## src/rtl/div_pkg.sv

```systemverilog
// Shared definitions for the iterative radix-2 divider: FSM states,
// counter sizing and the divide-by-zero quotient fill value.
package div_pkg;

  typedef enum logic [1:0] {
    S_IDLE = 2'd0,
    S_CALC = 2'd1,
    S_FIX  = 2'd2,
    S_DONE = 2'd3
  } div_state_e;

  // The step counter counts down from WIDTH-1 to 0.
  function automatic int cnt_width(input int width);
    return $clog2(width);
  endfunction

  // A zero divisor yields a quotient with every bit set to this value.
  localparam logic DBZ_Q_BIT = 1'b1;

endpackage

```

## src/rtl/seq_divider_if.sv

```systemverilog
// Request/response bundle of the divider: operands and tag in, result and tag out,
// with a valid/ready handshake on each side.
interface seq_divider_if #(
  parameter int WIDTH = 32,
  parameter int TAG_W = 5
);
  logic             in_valid;
  logic             in_ready;
  logic             in_signed;
  logic [WIDTH-1:0] in_dividend;
  logic [WIDTH-1:0] in_divisor;
  logic [TAG_W-1:0] in_tag;
  logic             out_valid;
  logic             out_ready;
  logic [WIDTH-1:0] out_quotient;
  logic [WIDTH-1:0] out_remainder;
  logic [TAG_W-1:0] out_tag;
  logic             out_div_by_zero;

  modport slave (
    input  in_valid, in_signed, in_dividend, in_divisor, in_tag, out_ready,
    output in_ready, out_valid, out_quotient, out_remainder, out_tag, out_div_by_zero
  );

  modport master (
    output in_valid, in_signed, in_dividend, in_divisor, in_tag, out_ready,
    input  in_ready, out_valid, out_quotient, out_remainder, out_tag, out_div_by_zero
  );
endinterface

```

## src/rtl/seq_divider_step.sv

```systemverilog
// One restoring-division step: shift the next dividend bit into the partial
// remainder and subtract the divisor if it fits.
module div_step #(
  parameter int WIDTH = 32
) (
  input  logic [WIDTH-1:0] rem_i,
  input  logic             bit_i,
  input  logic [WIDTH-1:0] divisor_i,
  output logic [WIDTH-1:0] rem_o,
  output logic             qbit_o
);
  logic [WIDTH:0] shifted_d;
  logic [WIDTH:0] trial_d;

  // The partial remainder is always below the divisor, so WIDTH+1 bits hold the shifted value.
  assign shifted_d = {rem_i, bit_i};
  assign trial_d   = shifted_d - {1'b0, divisor_i};
  assign qbit_o    = ~trial_d[WIDTH];
  assign rem_o     = qbit_o ? trial_d[WIDTH-1:0] : shifted_d[WIDTH-1:0];
endmodule

```

## src/rtl/seq_divider.sv

```systemverilog
// Iterative signed/unsigned integer divider: one quotient bit per cycle on
// magnitudes, sign fix-up in a final cycle, registered result with backpressure.
module seq_divider
  import div_pkg::*;
#(
  parameter int WIDTH = 32,
  parameter int TAG_W = 5
) (
  input  logic         clk,
  input  logic         resetn,
  input  logic         flush,
  output logic         busy,
  seq_divider_if.slave io
);
  localparam int CNT_W = cnt_width(WIDTH);

  div_state_e       state_q;
  logic [CNT_W-1:0] cnt_q;

  logic [WIDTH-1:0] dvd_q;       // remaining dividend bits, quotient bits shift in at the bottom
  logic [WIDTH-1:0] prem_q;
  logic [WIDTH-1:0] dvs_q;
  logic [WIDTH-1:0] orig_dvd_q;
  logic [TAG_W-1:0] tag_q;
  logic             qsign_q;
  logic             rsign_q;
  logic             dbz_q;

  logic [WIDTH-1:0] quo_out_q;
  logic [WIDTH-1:0] rem_out_q;
  logic [TAG_W-1:0] tag_out_q;
  logic             dbz_out_q;

  logic [WIDTH-1:0] rem_d;
  logic             qbit_d;
  logic             accept;

  function automatic logic [WIDTH-1:0] magnitude(input logic [WIDTH-1:0] x, input logic sgn);
    return (sgn && x[WIDTH-1]) ? (~x + 1'b1) : x;
  endfunction

  function automatic logic [WIDTH-1:0] cond_negate(input logic [WIDTH-1:0] x, input logic neg);
    return neg ? (~x + 1'b1) : x;
  endfunction

  assign io.in_ready = (state_q == S_IDLE) || (state_q == S_DONE && io.out_ready);
  assign accept      = io.in_valid && io.in_ready && !flush;
  assign busy        = (state_q != S_IDLE);

  assign io.out_valid       = (state_q == S_DONE);
  assign io.out_quotient    = quo_out_q;
  assign io.out_remainder   = rem_out_q;
  assign io.out_tag         = tag_out_q;
  assign io.out_div_by_zero = dbz_out_q;

  div_step #(.WIDTH(WIDTH)) u_step (
    .rem_i     (prem_q),
    .bit_i     (dvd_q[WIDTH-1]),
    .divisor_i (dvs_q),
    .rem_o     (rem_d),
    .qbit_o    (qbit_d)
  );

  always_ff @(posedge clk) begin
    if (!resetn) begin
      state_q   <= S_IDLE;
      cnt_q     <= '0;
      quo_out_q <= '0;
      rem_out_q <= '0;
      tag_out_q <= '0;
      dbz_out_q <= 1'b0;
    end else if (flush) begin
      state_q <= S_IDLE;
    end else begin
      case (state_q)
        S_IDLE: begin
          if (accept) begin
            state_q <= S_CALC;
            cnt_q   <= CNT_W'(WIDTH - 1);
          end
        end
        S_CALC: begin
          if (cnt_q == '0) state_q <= S_FIX;
          else             cnt_q   <= cnt_q - 1'b1;
        end
        S_FIX: begin
          // Divide by zero overrides the sign-corrected result.
          if (dbz_q) begin
            quo_out_q <= {WIDTH{DBZ_Q_BIT}};
            rem_out_q <= orig_dvd_q;
          end else begin
            quo_out_q <= cond_negate(dvd_q, qsign_q);
            rem_out_q <= cond_negate(prem_q, rsign_q);
          end
          tag_out_q <= tag_q;
          dbz_out_q <= dbz_q;
          state_q   <= S_DONE;
        end
        S_DONE: begin
          if (io.out_ready) begin
            if (accept) begin
              state_q <= S_CALC;
              cnt_q   <= CNT_W'(WIDTH - 1);
            end else begin
              state_q <= S_IDLE;
            end
          end
        end
        default: state_q <= S_IDLE;
      endcase
    end
  end

  // Operand datapath: loaded on accept, shifted every CALC cycle; control state guards its use.
  always_ff @(posedge clk) begin
    if (accept) begin
      dvd_q      <= magnitude(io.in_dividend, io.in_signed);
      dvs_q      <= magnitude(io.in_divisor, io.in_signed);
      prem_q     <= '0;
      orig_dvd_q <= io.in_dividend;
      tag_q      <= io.in_tag;
      qsign_q    <= io.in_signed && (io.in_dividend[WIDTH-1] ^ io.in_divisor[WIDTH-1]);
      rsign_q    <= io.in_signed && io.in_dividend[WIDTH-1];
      dbz_q      <= (io.in_divisor == '0);
    end else if (state_q == S_CALC) begin
      prem_q <= rem_d;
      dvd_q  <= {dvd_q[WIDTH-2:0], qbit_d};
    end
  end

endmodule

```

## src/flat_wrapper.sv

```systemverilog
// flat-port wrapper written by rule: the top's interface ports become plain ports
module seq_divider_flat import div_pkg::*;
#(
  parameter int WIDTH = 32,
  parameter int TAG_W = 5
)
  (clk, resetn, flush, busy, io_in_valid, io_in_signed, io_in_dividend, io_in_divisor, io_in_tag, io_out_ready, io_in_ready, io_out_valid, io_out_quotient, io_out_remainder, io_out_tag, io_out_div_by_zero);
  seq_divider_if #(.WIDTH(WIDTH), .TAG_W(TAG_W)) io_i ();
  input  logic clk;
  input  logic resetn;
  input  logic flush;
  output logic busy;
  input wire logic [$bits(io_i.in_valid)-1:0] io_in_valid;
  input wire logic [$bits(io_i.in_signed)-1:0] io_in_signed;
  input wire logic [$bits(io_i.in_dividend)-1:0] io_in_dividend;
  input wire logic [$bits(io_i.in_divisor)-1:0] io_in_divisor;
  input wire logic [$bits(io_i.in_tag)-1:0] io_in_tag;
  input wire logic [$bits(io_i.out_ready)-1:0] io_out_ready;
  output wire logic [$bits(io_i.in_ready)-1:0] io_in_ready;
  output wire logic [$bits(io_i.out_valid)-1:0] io_out_valid;
  output wire logic [$bits(io_i.out_quotient)-1:0] io_out_quotient;
  output wire logic [$bits(io_i.out_remainder)-1:0] io_out_remainder;
  output wire logic [$bits(io_i.out_tag)-1:0] io_out_tag;
  output wire logic [$bits(io_i.out_div_by_zero)-1:0] io_out_div_by_zero;
  assign io_i.in_valid = io_in_valid;
  assign io_i.in_signed = io_in_signed;
  assign io_i.in_dividend = io_in_dividend;
  assign io_i.in_divisor = io_in_divisor;
  assign io_i.in_tag = io_in_tag;
  assign io_i.out_ready = io_out_ready;
  assign io_in_ready = io_i.in_ready;
  assign io_out_valid = io_i.out_valid;
  assign io_out_quotient = io_i.out_quotient;
  assign io_out_remainder = io_i.out_remainder;
  assign io_out_tag = io_i.out_tag;
  assign io_out_div_by_zero = io_i.out_div_by_zero;
  seq_divider #(.WIDTH(WIDTH), .TAG_W(TAG_W)) u_core (.clk(clk), .resetn(resetn), .flush(flush), .busy(busy), .io(io_i));
endmodule
```

## config.mk

```make
export PLATFORM = sky130hd
export DESIGN_NAME = seq_divider_flat
export DESIGN_NICKNAME = d
export VERILOG_FILES = /design/src/rtl/div_pkg.sv /design/src/rtl/seq_divider_if.sv /design/src/rtl/seq_divider_step.sv /design/src/rtl/seq_divider.sv /design/src/flat_wrapper.sv
export SDC_FILE = /design/constraint.sdc
export NUM_CORES = 1
export LEC_CHECK = 0
export ABC_AREA = 0
export BUFFER_PORTS_ARGS = -buffer_cell sky130_fd_sc_hd__buf_2
export CORE_MARGIN = 2
export CORE_UTILIZATION = 47
export CTS_CLUSTER_SIZE = 30
export DETAILED_ROUTE_END_ITERATION = 6
export GPL_ROUTABILITY_DRIVEN = 1
export HOLD_SLACK_MARGIN = 0.1
export PLACE_DENSITY = 0.77
export SYNTH_ARGS = -nofsm -noshare
export SYNTH_HDL_FRONTEND = slang
export SYNTH_HIERARCHICAL = 1
export SYNTH_SLANG_ARGS = --single-unit
```

## constraint.sdc

```tcl
create_clock -name clk -period 3.8 [get_ports clk]
set_input_delay 0.19 -clock clk [delete_from_list [all_inputs] [get_ports clk]]
set_output_delay 0.19 -clock clk [all_outputs]
set_load 0.02 [all_outputs]
```

==> results_dict.tcl, run 1 <==
set metrics [dict create \
    status "finished clean" \
    ir_worst_vdd_v 0.000290 \
    vias 11400 \
    synthFlopType "dfxtp_1" \
    ioPinCount 148 \
    drive_above_1_share_pct 17.3 \
    dieArea_mm2 0.0288 \
    syn_area_mm2 0.0129 \
    yosys-mux-area-fraction_pct 6.14 \
    synth_edf_count 104 \
    hold_viol_final 0 \
    syn_inst 1375 \
    yosysMostFrequentCell "a21oi_1" \
    netSwitchingFraction_pct 27.2 \
    synth_top_cell_by_area "edfxtp_1" \
    clkTransAtPathRegs_ps 60 \
    power_density_mw_per_mm2 394 \
    holdPathEnd "u_core/qsign_q" \
    hold_class "primary input to flip-flop" \
    yosysWarnings 6 \
    hpwl_um 24000 \
    cp_data_arrival_time_ps 3960 \
    areaGrowthSynthToFinish_pct 19.9 \
    combPwrFrac_pct 17.6 \
    clockRootBuffer "clkbuf_16" \
    endpoint_kind "flip-flop" \
    synth-xor-area-share_pct 9.02 \
    cellLeakagePower_nw 6.43 \
    crit_path_top_delay_cell "fa_1" \
    holdPathStages 2 \
    cp.buffers_inverters 2 \
    grt_pass1_wl_um 54800 \
    synth_area_leaders "edfxtp_1 (24%), dfxtp_1 (17%), xor2_1 (5.4%), a21oi_1 (4.8%), ha_1 (4.1%)" \
    p_sw_w 0.00166 \
    cts_tree "yes" \
    insertion_delay_ps 530 \
    skew_ps 23.2 \
    p_int_w 0.00445 \
    wire_per_inst_um 18.0 \
    grt_max_degree 101 \
    seq_power_share_pct 42.5 \
    synth_top_area_share_pct 24.2 \
    period_share_pct 94.4 \
    n_fill_cell 2264 \
    antenna_found_initial 2 \
    tns_ps 0 \
    worstSetupStartpointType "flip-flop" \
    crit_type "flip-flop to flip-flop" \
    synth_top_family_by_area "compound AO/OA/AOI/OAI gates" \
    synth.avg_cell_area_um2 9.40 \
    first_pass_iters 5 \
    crit_path_max_fanout 23 \
    period_needed_ps 3590 \
    h-tree-depth 1 \
    maxCapViolCount 0 \
    reg2reg_to "u_core/prem_q[21]" \
    drc 0 \
    cp.depth 15 \
    vias_per_cell 5.93 \
    dpl_cell_area_mm2 0.0140 \
    grt_setup_unrepaired "no" \
    cts_sinks 213 \
    grt_pass1_vias 11100 \
    fin_area_mm2 0.0155 \
    r2r_start "u_core/dvd_q[31]" \
    crit_family "compound AO/OA/AOI/OAI gates" \
    min-delay-start "io_in_signed" \
    synth_nets 1493 \
    rr_worst_depth 15 \
    synthTopCellsByCount "a21oi_1 (125), nor2_1 (113), dfxtp_1 (109)" \
    numCtsBuffers 25 \
    final_max_slew_viol_count 0 \
    numPortBuffers 147 \
    crit_chain "inv_1, ha_1, fa_1, and2b_1, o2111ai_1, a21oi_2, o2111ai_1, a211oi_2, nor2_2, mux2i_1, and2_4, inv_8, mux2_4, mux2i_1, nor2_1" \
    gr-total-overflow 0 \
    r2r_setup_slack_ps 210 \
    die_y_um 170 \
    synth_cell_type_count 86 \
    place_congestion 0.870 \
    finalSetupViolations 0 \
    antenna_left 0 \
    maxSlewHeadroom_pct 30.2 \
    track_usage_pct 23.2 \
    core_area_mm2 0.0270 \
    die_x_um 170 \
    tightest_slew_ps 1050 \
    synth_fa_ha_area_share_pct 4.22 \
    fin_nets 1683 \
    initial_utilization_pct 47.9 \
    rows 60 \
    drt_wl_total_um 34600 \
    worstPathRequired_ps 4170 \
    synth_seq_cells 213 \
    async_flop_share_pct 0 \
    fmax_mhz 279 \
    cts.path.max_buffers 3 \
    pwr-share-clk_pct 39.8 \
    cpPeakStageDelay_ps 400 \
    drt_first_iter_violations 984 \
    synth-simple-area-share_pct 15.2 \
    seq_area_frac_synth_pct 41.1 \
    synth_compound_area_share_pct 19.8 \
]
[cell usage in the layout (no fill, tap or decap), types with 8 or more instances in the layout]
cell / Yosys / final
nor2_1: 113 / 113
o41ai_2: 10 / 10
o21ai_1: 13 / 13
xor2_1: 79 / 79
inv_1: 64 / 64
dlygate4sd3_1: 0 / 67
a21oi_1: 125 / 125
and3_1: 15 / 15
clkbuf_16: 0 / 25
mux2_4: 19 / 19
buf_2: 3 / 147
edfxtp_1: 104 / 104
dfxtp_1: 109 / 109
or3_1: 17 / 17
o21a_1: 8 / 8
nand3_1: 33 / 33
nand2b_1: 13 / 13
nand2_1: 73 / 73
a21o_1: 20 / 20
xnor2_1: 54 / 54
nor3_1: 30 / 30
o31ai_1: 29 / 29
mux2i_1: 44 / 44
o21ai_0: 73 / 73
nor4_1: 14 / 14
nand4_1: 15 / 15
a31oi_1: 28 / 28
ha_1: 42 / 41
o41ai_1: 13 / 13
buf_4: 0 / 26
or4_1: 12 / 12
[layer usage]
| metal | track usage (%) | up-vias | wire length [µm] | part of all wire, % |
|---|---|---|---|---|
| li1 | - | 5438 | - | - |
| met1 | 28.8 | 5461 | 14300 | 41 |
| met2 | 39.6 | 432 | 16600 | 48 |
| met3 | 3.99 | 89 | 2390 | 6.9 |
| met4 | 10.1 | 0 | 1420 | 4.1 |
| met5 | 0 | - | 0 | 0 |
[flip-flops by register name, summed over array words and instances (netlist names)]
register	count
u_core/io.out_tag	5
u_core/io.out_remainder	32
u_core/dbz_q	1
u_core/state_q	2
u_core/rsign_q	1
u_core/prem_q	32
u_core/orig_dvd_q	32
u_core/dvs_q	32
u_core/qsign_q	1
u_core/io.out_quotient	32
u_core/cnt_q	5
u_core/dvd_q	32
u_core/tag_q	5
u_core/io.out_div_by_zero	1
[power by group through the flow]
stage / logic (W) / registers [W] / clock network, W
detailed placement: 0.00100 / 0.00265 / 0
CTS: 0.00106 / 0.00260 / 0.00246
global route: 0.00118 / 0.00261 / 0.00255
finish: 0.00108 / 0.00260 / 0.00243
global placement: 0.000975 / 0.00264 / 0
floorplan: 0.000756 / 0.00263 / 0
[worst max-delay path by stage]
stage,end,slack (ps),startpoint
floorplan,u_core/prem_q[22],610,u_core/dvd_q[31]
global placement,u_core/prem_q[7],250,u_core/dvd_q[31]
detailed placement,u_core/prem_q[4],170,u_core/dvd_q[31]
CTS,u_core/prem_q[4],130,u_core/dvd_q[31]
global route,u_core/prem_q[21],5,u_core/dvd_q[31]
finish,u_core/prem_q[21],210,u_core/dvd_q[31]
[per-stage QoR]
step	setup slack [ps]	hold slack, ps	power (W)	instances	util [%]
2_1_floorplan	610	289	0.00339	1375	-
3_3_place_gp	251	372	0.00362	1812	51.9
3_5_place_dp	167	372	0.00365	1812	51.9
4_1_cts	133	100	0.00612	1925	57.4
5_1_grt	4.85	116	0.00634	1925	57.5
6_report	214	116	0.00611	1926	57.5
[kinds of logic after synthesis]
kind of cell,Yosys count
buffers and inverters,143
and+or+nand+nor,385
DFF,213
adders and majority gates,43
AOI/OAI and AO/OA,389
xor gates and xnor gates,133
muxes,69
[cell type report]
cell class	instances	area [µm²]	share of cell area (%)
flip-flops and latches	213	5310	34.3
multi-input cells	1019	7050	45.5
clock buffers	32	682	4.40
well taps	341	427	2.75
inverters	65	251	1.62
repair buffers	241	1620	10.5
clock inverters	14	149	0.961
diodes	1	2.50	0.0162
[what timing repair did]
item	CTS	global route
resized for setup	0	2
endpoints found under the hold margin	73	0
setup endpoints to repair	0	22
hold buffers	67	0
buffers inserted	0	0
Note: power is estimated with default switching activity, not from simulation.
==> inputs of run 2 (changes only) <==
--- a/config.mk
+++ b/config.mk
@@ -7,13 +7,12 @@
 export LEC_CHECK = 0
 export ABC_AREA = 0
 export BUFFER_PORTS_ARGS = -buffer_cell sky130_fd_sc_hd__buf_2
-export CORE_MARGIN = 2
-export CORE_UTILIZATION = 47
+export CORE_UTILIZATION = 53
 export CTS_CLUSTER_SIZE = 30
 export DETAILED_ROUTE_END_ITERATION = 6
 export GPL_ROUTABILITY_DRIVEN = 1
 export HOLD_SLACK_MARGIN = 0.1
-export PLACE_DENSITY = 0.77
+export PLACE_DENSITY = 0.81
 export SYNTH_ARGS = -nofsm -noshare
 export SYNTH_HDL_FRONTEND = slang
 export SYNTH_HIERARCHICAL = 1
==> constraint.sdc (replaced) <==
create_clock -name clk -period 4.45 [get_ports clk]
set_input_delay 0.2225 -clock clk [delete_from_list [all_inputs] [get_ports clk]]
set_output_delay 0.2225 -clock clk [all_outputs]
set_load 0.02 [all_outputs]
==> results_dict.tcl, run 2 (synthesis gave the netlist of run 1 again) <==
set metrics [dict create \
    place_congestion 0.892 \
    grt_pass1_wl_um 53600 \
    first_pass_iters 5 \
    numCtsBuffers 24 \
    h-tree-depth 1 \
    p_sw_w 0.00138 \
    die_x_um 158 \
    fmax_mhz 267 \
    cts_resized 0 \
    fin_nets 1668 \
    antenna_found_initial 0 \
    tightest_slew_ps 837 \
    status "finished clean" \
    drt_first_iter_violations 997 \
    cts_tree "yes" \
    ir_worst_vdd_v 0.000329 \
    initial_utilization_pct 54.6 \
    endpoint_kind "flip-flop" \
    ioPinCount 148 \
    insertion_delay_ps 510 \
    vias_per_cell 6.07 \
    antenna_left 0 \
    p_int_w 0.00384 \
    numPortBuffers 147 \
    cellLeakagePower_nw 6.36 \
    clockRootBuffer "clkbuf_16" \
    netSwitchingFraction_pct 26.4 \
    areaGrowthSynthToFinish_pct 18.9 \
    antenna_cells 0 \
    die_y_um 158 \
    r2r_start "u_core/dvd_q[31]" \
    track_usage_pct 27.0 \
    drc 0 \
    combPwrFrac_pct 17.4 \
    maxCapViolCount 0 \
    rr_worst_depth 15 \
    crit_path_max_fanout 23 \
    grt_setup_unrepaired "no" \
    cp_data_arrival_time_ps 4120 \
    rows 56 \
    worstSetupStartpointType "flip-flop" \
    period_needed_ps 3740 \
    hpwl_um 23400 \
    final_max_slew_viol_count 0 \
    r2r_setup_slack_ps 710 \
    crit_type "flip-flop to flip-flop" \
    reg2reg_to "u_core/prem_q[8]" \
    drive_above_1_share_pct 16.6 \
    hold_viol_final 0 \
    holdPathStages 2 \
    cts.path.max_buffers 3 \
    hold_class "primary input to flip-flop" \
    core_area_mm2 0.0237 \
    maxSlewHeadroom_pct 44.2 \
    vias 11500 \
    pwr-share-clk_pct 39.9 \
    power_density_mw_per_mm2 340 \
    fin_area_mm2 0.0154 \
    min-delay-start "io_in_divisor[2]" \
    final_cell_mix "buf_2 (147), a21oi_1 (125), nor2_1 (113)" \
    finalSetupViolations 0 \
    skew_ps 8.87 \
    worstPathRequired_ps 4830 \
    holdPathEnd "u_core/dvs_q[2]" \
    tns_ps 0 \
    clkTransAtPathRegs_ps 60 \
    seq_power_share_pct 42.6 \
    wire_per_inst_um 17.9 \
    grt_max_degree 96 \
    dieArea_mm2 0.0250 \
    post-cts-setup-buffers 0 \
    period_share_pct 84.1 \
    dpl_cell_area_mm2 0.0139 \
    grt_pass1_vias 10700 \
    drt_wl_total_um 33800 \
    final_common_cell "buf_2" \
    gr-total-overflow 0 \
    cts_sinks 213 \
]
run 2: cell types whose count changed in the layout (fill, tap and decap cells not counted), sizes merged:
cell	before	now
clkinv	10	4
buf	174	164
inv	66	65
diode	1	0
dlygate4sd3	67	63
clkbuf	32	37
run 2: area by class of cell:
cell class	count	area [µm²]
Clock inverter	7	108
Inverter	65	246
Fill cell	1838	8320
Sequential cell	213	5310
Tap cell	319	399
Multi-Input combinational cell	1019	7050
Clock buffer	37	732
Timing Repair Buffer	227	1520
run 2: worst max path at each step:
stage / to / slack [ps] / start / depth (start not counted)
floorplan: u_core/dbz_q / 190 / u_core/state_q[1] / 6
global placement: u_core/prem_q[4] / 880 / u_core/dvd_q[31] / 15
detailed placement: u_core/prem_q[4] / 790 / u_core/dvd_q[31] / 15
CTS: u_core/prem_q[8] / 740 / u_core/dvd_q[31] / 15
global route: u_core/prem_q[4] / 450 / u_core/dvd_q[31] / 15
finish: u_core/prem_q[8] / 710 / u_core/dvd_q[31] / 15
run 2: metrics by stage:
step	hold slack [ps]	util, %	instances	setup slack, ps	power (W)
2_1_floorplan	321	-	1375	189	0.00290
3_3_place_gp	410	58.6	1780	878	0.00309
3_5_place_dp	404	58.6	1780	788	0.00311
4_1_cts	103	64.9	1887	740	0.00523
5_1_grt	124	64.9	1887	448	0.00541
6_report	103	64.9	1887	708	0.00522
run 2: power groups by stage:
| stage | combinational, W | sequential, W | clock [W] |
|---|---|---|---|
| after floorplan | 0.000646 | 0.00225 | 0 |
| after global routing | 0.000992 | 0.00223 | 0.00218 |
| after detailed placement | 0.000844 | 0.00226 | 0 |
| final | 0.000910 | 0.00222 | 0.00208 |
| after global placement | 0.000826 | 0.00226 | 0 |
| after CTS | 0.000895 | 0.00222 | 0.00211 |
run 2: worst max-delay path, cell delays in order, from the launching register on:
cell and delay, ps:
edfxtp_1 400, inv_1 60, ha_1 220, fa_1 410
and2b_1 240, o2111ai_1 150, a21oi_2 220, o2111ai_1 230
a211oi_2 290, nor2_2 100, mux2i_1 150, and2_4 210
inv_4 350, mux2_4 340, mux2i_1 170, nor2_1 70
run 2: layer usage:
layer  routed length (µm)  track usage (%)  vias to the layer above
li1                     -                -                     5428
met1                14100             35.3                     5493
met2                16200             44.5                      468
met3                 2360             4.22                       72
met4                 1210             10.9                        0
met5                    0                0                        -
run 2: timing repair:
item,CTS,global route
endpoints found under the setup margin,0,0
hold endpoints to repair,63,0
hold buffers,63,0
==> inputs of run 3 (changes only) <==
==> constraint.sdc (replaced) <==
create_clock -name clk -period 3.69 [get_ports clk]
set_input_delay 0.1845 -clock clk [delete_from_list [all_inputs] [get_ports clk]]
set_output_delay 0.1845 -clock clk [all_outputs]
set_load 0.02 [all_outputs]
==> results_dict.tcl, run 3 (synthesis gave the netlist of run 1 again) <==
set metrics [dict create \
    drc 0 \
    drt_wl_total_um 34700 \
    ioPinCount 148 \
    status "finished clean" \
    numPortBuffers 147 \
    first_pass_iters 5 \
    final_max_slew_viol_count 0 \
    antenna_found_initial 0 \
    dr_wl_met2_um 16600 \
    final_cell_mix "buf_2 (147), a21oi_1 (125), nor2_1 (113)" \
    p_int_w 0.00467 \
    wl_met3_um 2440 \
    maxCapViolCount 0 \
    vias 11600 \
    worstPathRequired_ps 4090 \
    cellLeakagePower_nw 6.44 \
    die_y_um 158 \
    die_x_um 158 \
    core_area_mm2 0.0237 \
    hpwl_um 23800 \
    multiInputGateArea_mm2 0.00706 \
    grt_setup_unrepaired "no" \
    endpoint_kind "flip-flop" \
    highest_layer "met4" \
    fin_area_mm2 0.0155 \
    finalSetupViolations 0 \
    hold_class "primary input to flip-flop" \
    period_needed_ps 3460 \
    regArea_mm2 0.00531 \
    period_share_pct 93.7 \
    antenna_left 0 \
    cts_tree "yes" \
    fin_total_pwr_w 0.00640 \
    tns_ps 0 \
    fmax_mhz 289 \
    h-tree-depth 1 \
    track_usage_pct 27.5 \
    drive_above_1_share_pct 17.5 \
    numCtsBuffers 24 \
    cts_sinks 213 \
    fin_util_pct 65.5 \
    insertion_delay_ps 530 \
    final_common_cell "buf_2" \
    grt_pass1_wl_um 54600 \
    wire_per_inst_um 18.3 \
    crit_path_max_fanout 23 \
    gr-total-overflow 0 \
    skew_ps 21.8 \
    netSwitchingFraction_pct 27.0 \
    antenna_cells 0 \
    grt_pass1_vias 11000 \
    cts.path.max_buffers 3 \
    pwr-share-clk_pct 40.7 \
    grt_max_degree 77 \
    met1_length_um 14300 \
    dpl_cell_area_mm2 0.0139 \
    dieArea_mm2 0.0250 \
    ir_worst_vdd_v 0.000298 \
    initial_utilization_pct 54.6 \
    tightest_slew_ps 1080 \
    clkTransAtPathRegs_ps 60 \
    maxSlewHeadroom_pct 28.0 \
    drt_first_iter_violations 984 \
    combPwrFrac_pct 17.3 \
    power_density_mw_per_mm2 412 \
    rows 56 \
    fin_nets 1681 \
    cp_data_arrival_time_ps 3850 \
    n_fill_cell 1900 \
    hold_viol_final 0 \
    worstSetupStartpointType "flip-flop" \
    crit_type "flip-flop to flip-flop" \
    areaGrowthSynthToFinish_pct 20.1 \
    post-cts-setup-buffers 0 \
    vias_per_cell 6.10 \
    clockRootBuffer "clkbuf_16" \
    seq_power_share_pct 41.9 \
    hold_slack_ps 116 \
    place_congestion 0.902 \
    p_sw_w 0.00172 \
]
## run 3: cell types whose count changed in the layout (fill, tap and decap cells not counted), moves of 2 or more
cell and change:
buf_4 +9, clkbuf_1 -6, clkinv_1 -2, clkinvlp_4 +2, dlygate4sd3_1 +5, inv_8 +2
## run 3: repair_timing
item	4_1_cts	5_1_grt
endpoints found under the setup margin	0	22
hold buffers	68	0
gates resized for setup	0	3
endpoints found under the hold margin	83	0
## run 3: critical path: stages (launching register included)
cell and delay [ps]:
edfxtp_1 380, inv_1 50, ha_1 220, fa_1 420, and2b_1 230, o2111ai_1 160
a21oi_2 240, o2111ai_2 200, a211oi_2 240, nor2_2 110, mux2i_1 150, and2_4 180
inv_8 180, mux2_1 360, mux2i_1 150, nor2_1 60
## run 3: layout make-up
class / count / area share, %
multi-input combinational: 1019 / 45.5
sequential: 213 / 34.2
timing repair buffer: 240 / 10.4
clock buffer: 32 / 4.66
tap: 319 / 2.57
inverter: 65 / 1.62
clock inverter: 12 / 1.06
## run 3: per-layer routing
metal / vias to the layer above / track usage [%]
li1: 5447 / -
met1: 5542 / 35.1
met2: 506 / 46.0
met3: 100 / 3.83
met4: 0 / 12.5
met5: - / 0
## run 3: per-stage QoR
step	instances	worst slack [ps]
after floorplan	1375	500
after global placement	1788	168
after global routing	1900	9.60
final	1900	234
after CTS	1900	56.9
after detailed placement	1788	110
## run 3: power by group through the flow
| stage | clock (W) | combinational, W | sequential, W |
|---|---|---|---|
| 3_5_place_dp | 0 | 0.00102 | 0.00273 |
| 3_3_place_gp | 0 | 0.000994 | 0.00273 |
| 6_report | 0.00260 | 0.00111 | 0.00268 |
| 2_1_floorplan | 0 | 0.000779 | 0.00271 |
| 5_1_grt | 0.00273 | 0.00121 | 0.00269 |
| 4_1_cts | 0.00263 | 0.00109 | 0.00268 |
## run 3: worst paths after layout
check / startpoint / to / slack, ps / cells after the start
hold / removal: io_in_divisor[18] / u_core/dvs_q[18] / 120 / 3
setup / recovery: u_core/dvd_q[31] / u_core/prem_q[3] / 230 / 15
setup reg to reg: u_core/dvd_q[31] / u_core/prem_q[3] / 230 / 15
hold reg to reg: u_core/io.out_tag[0] / u_core/io.out_tag[0] / 450 / 2
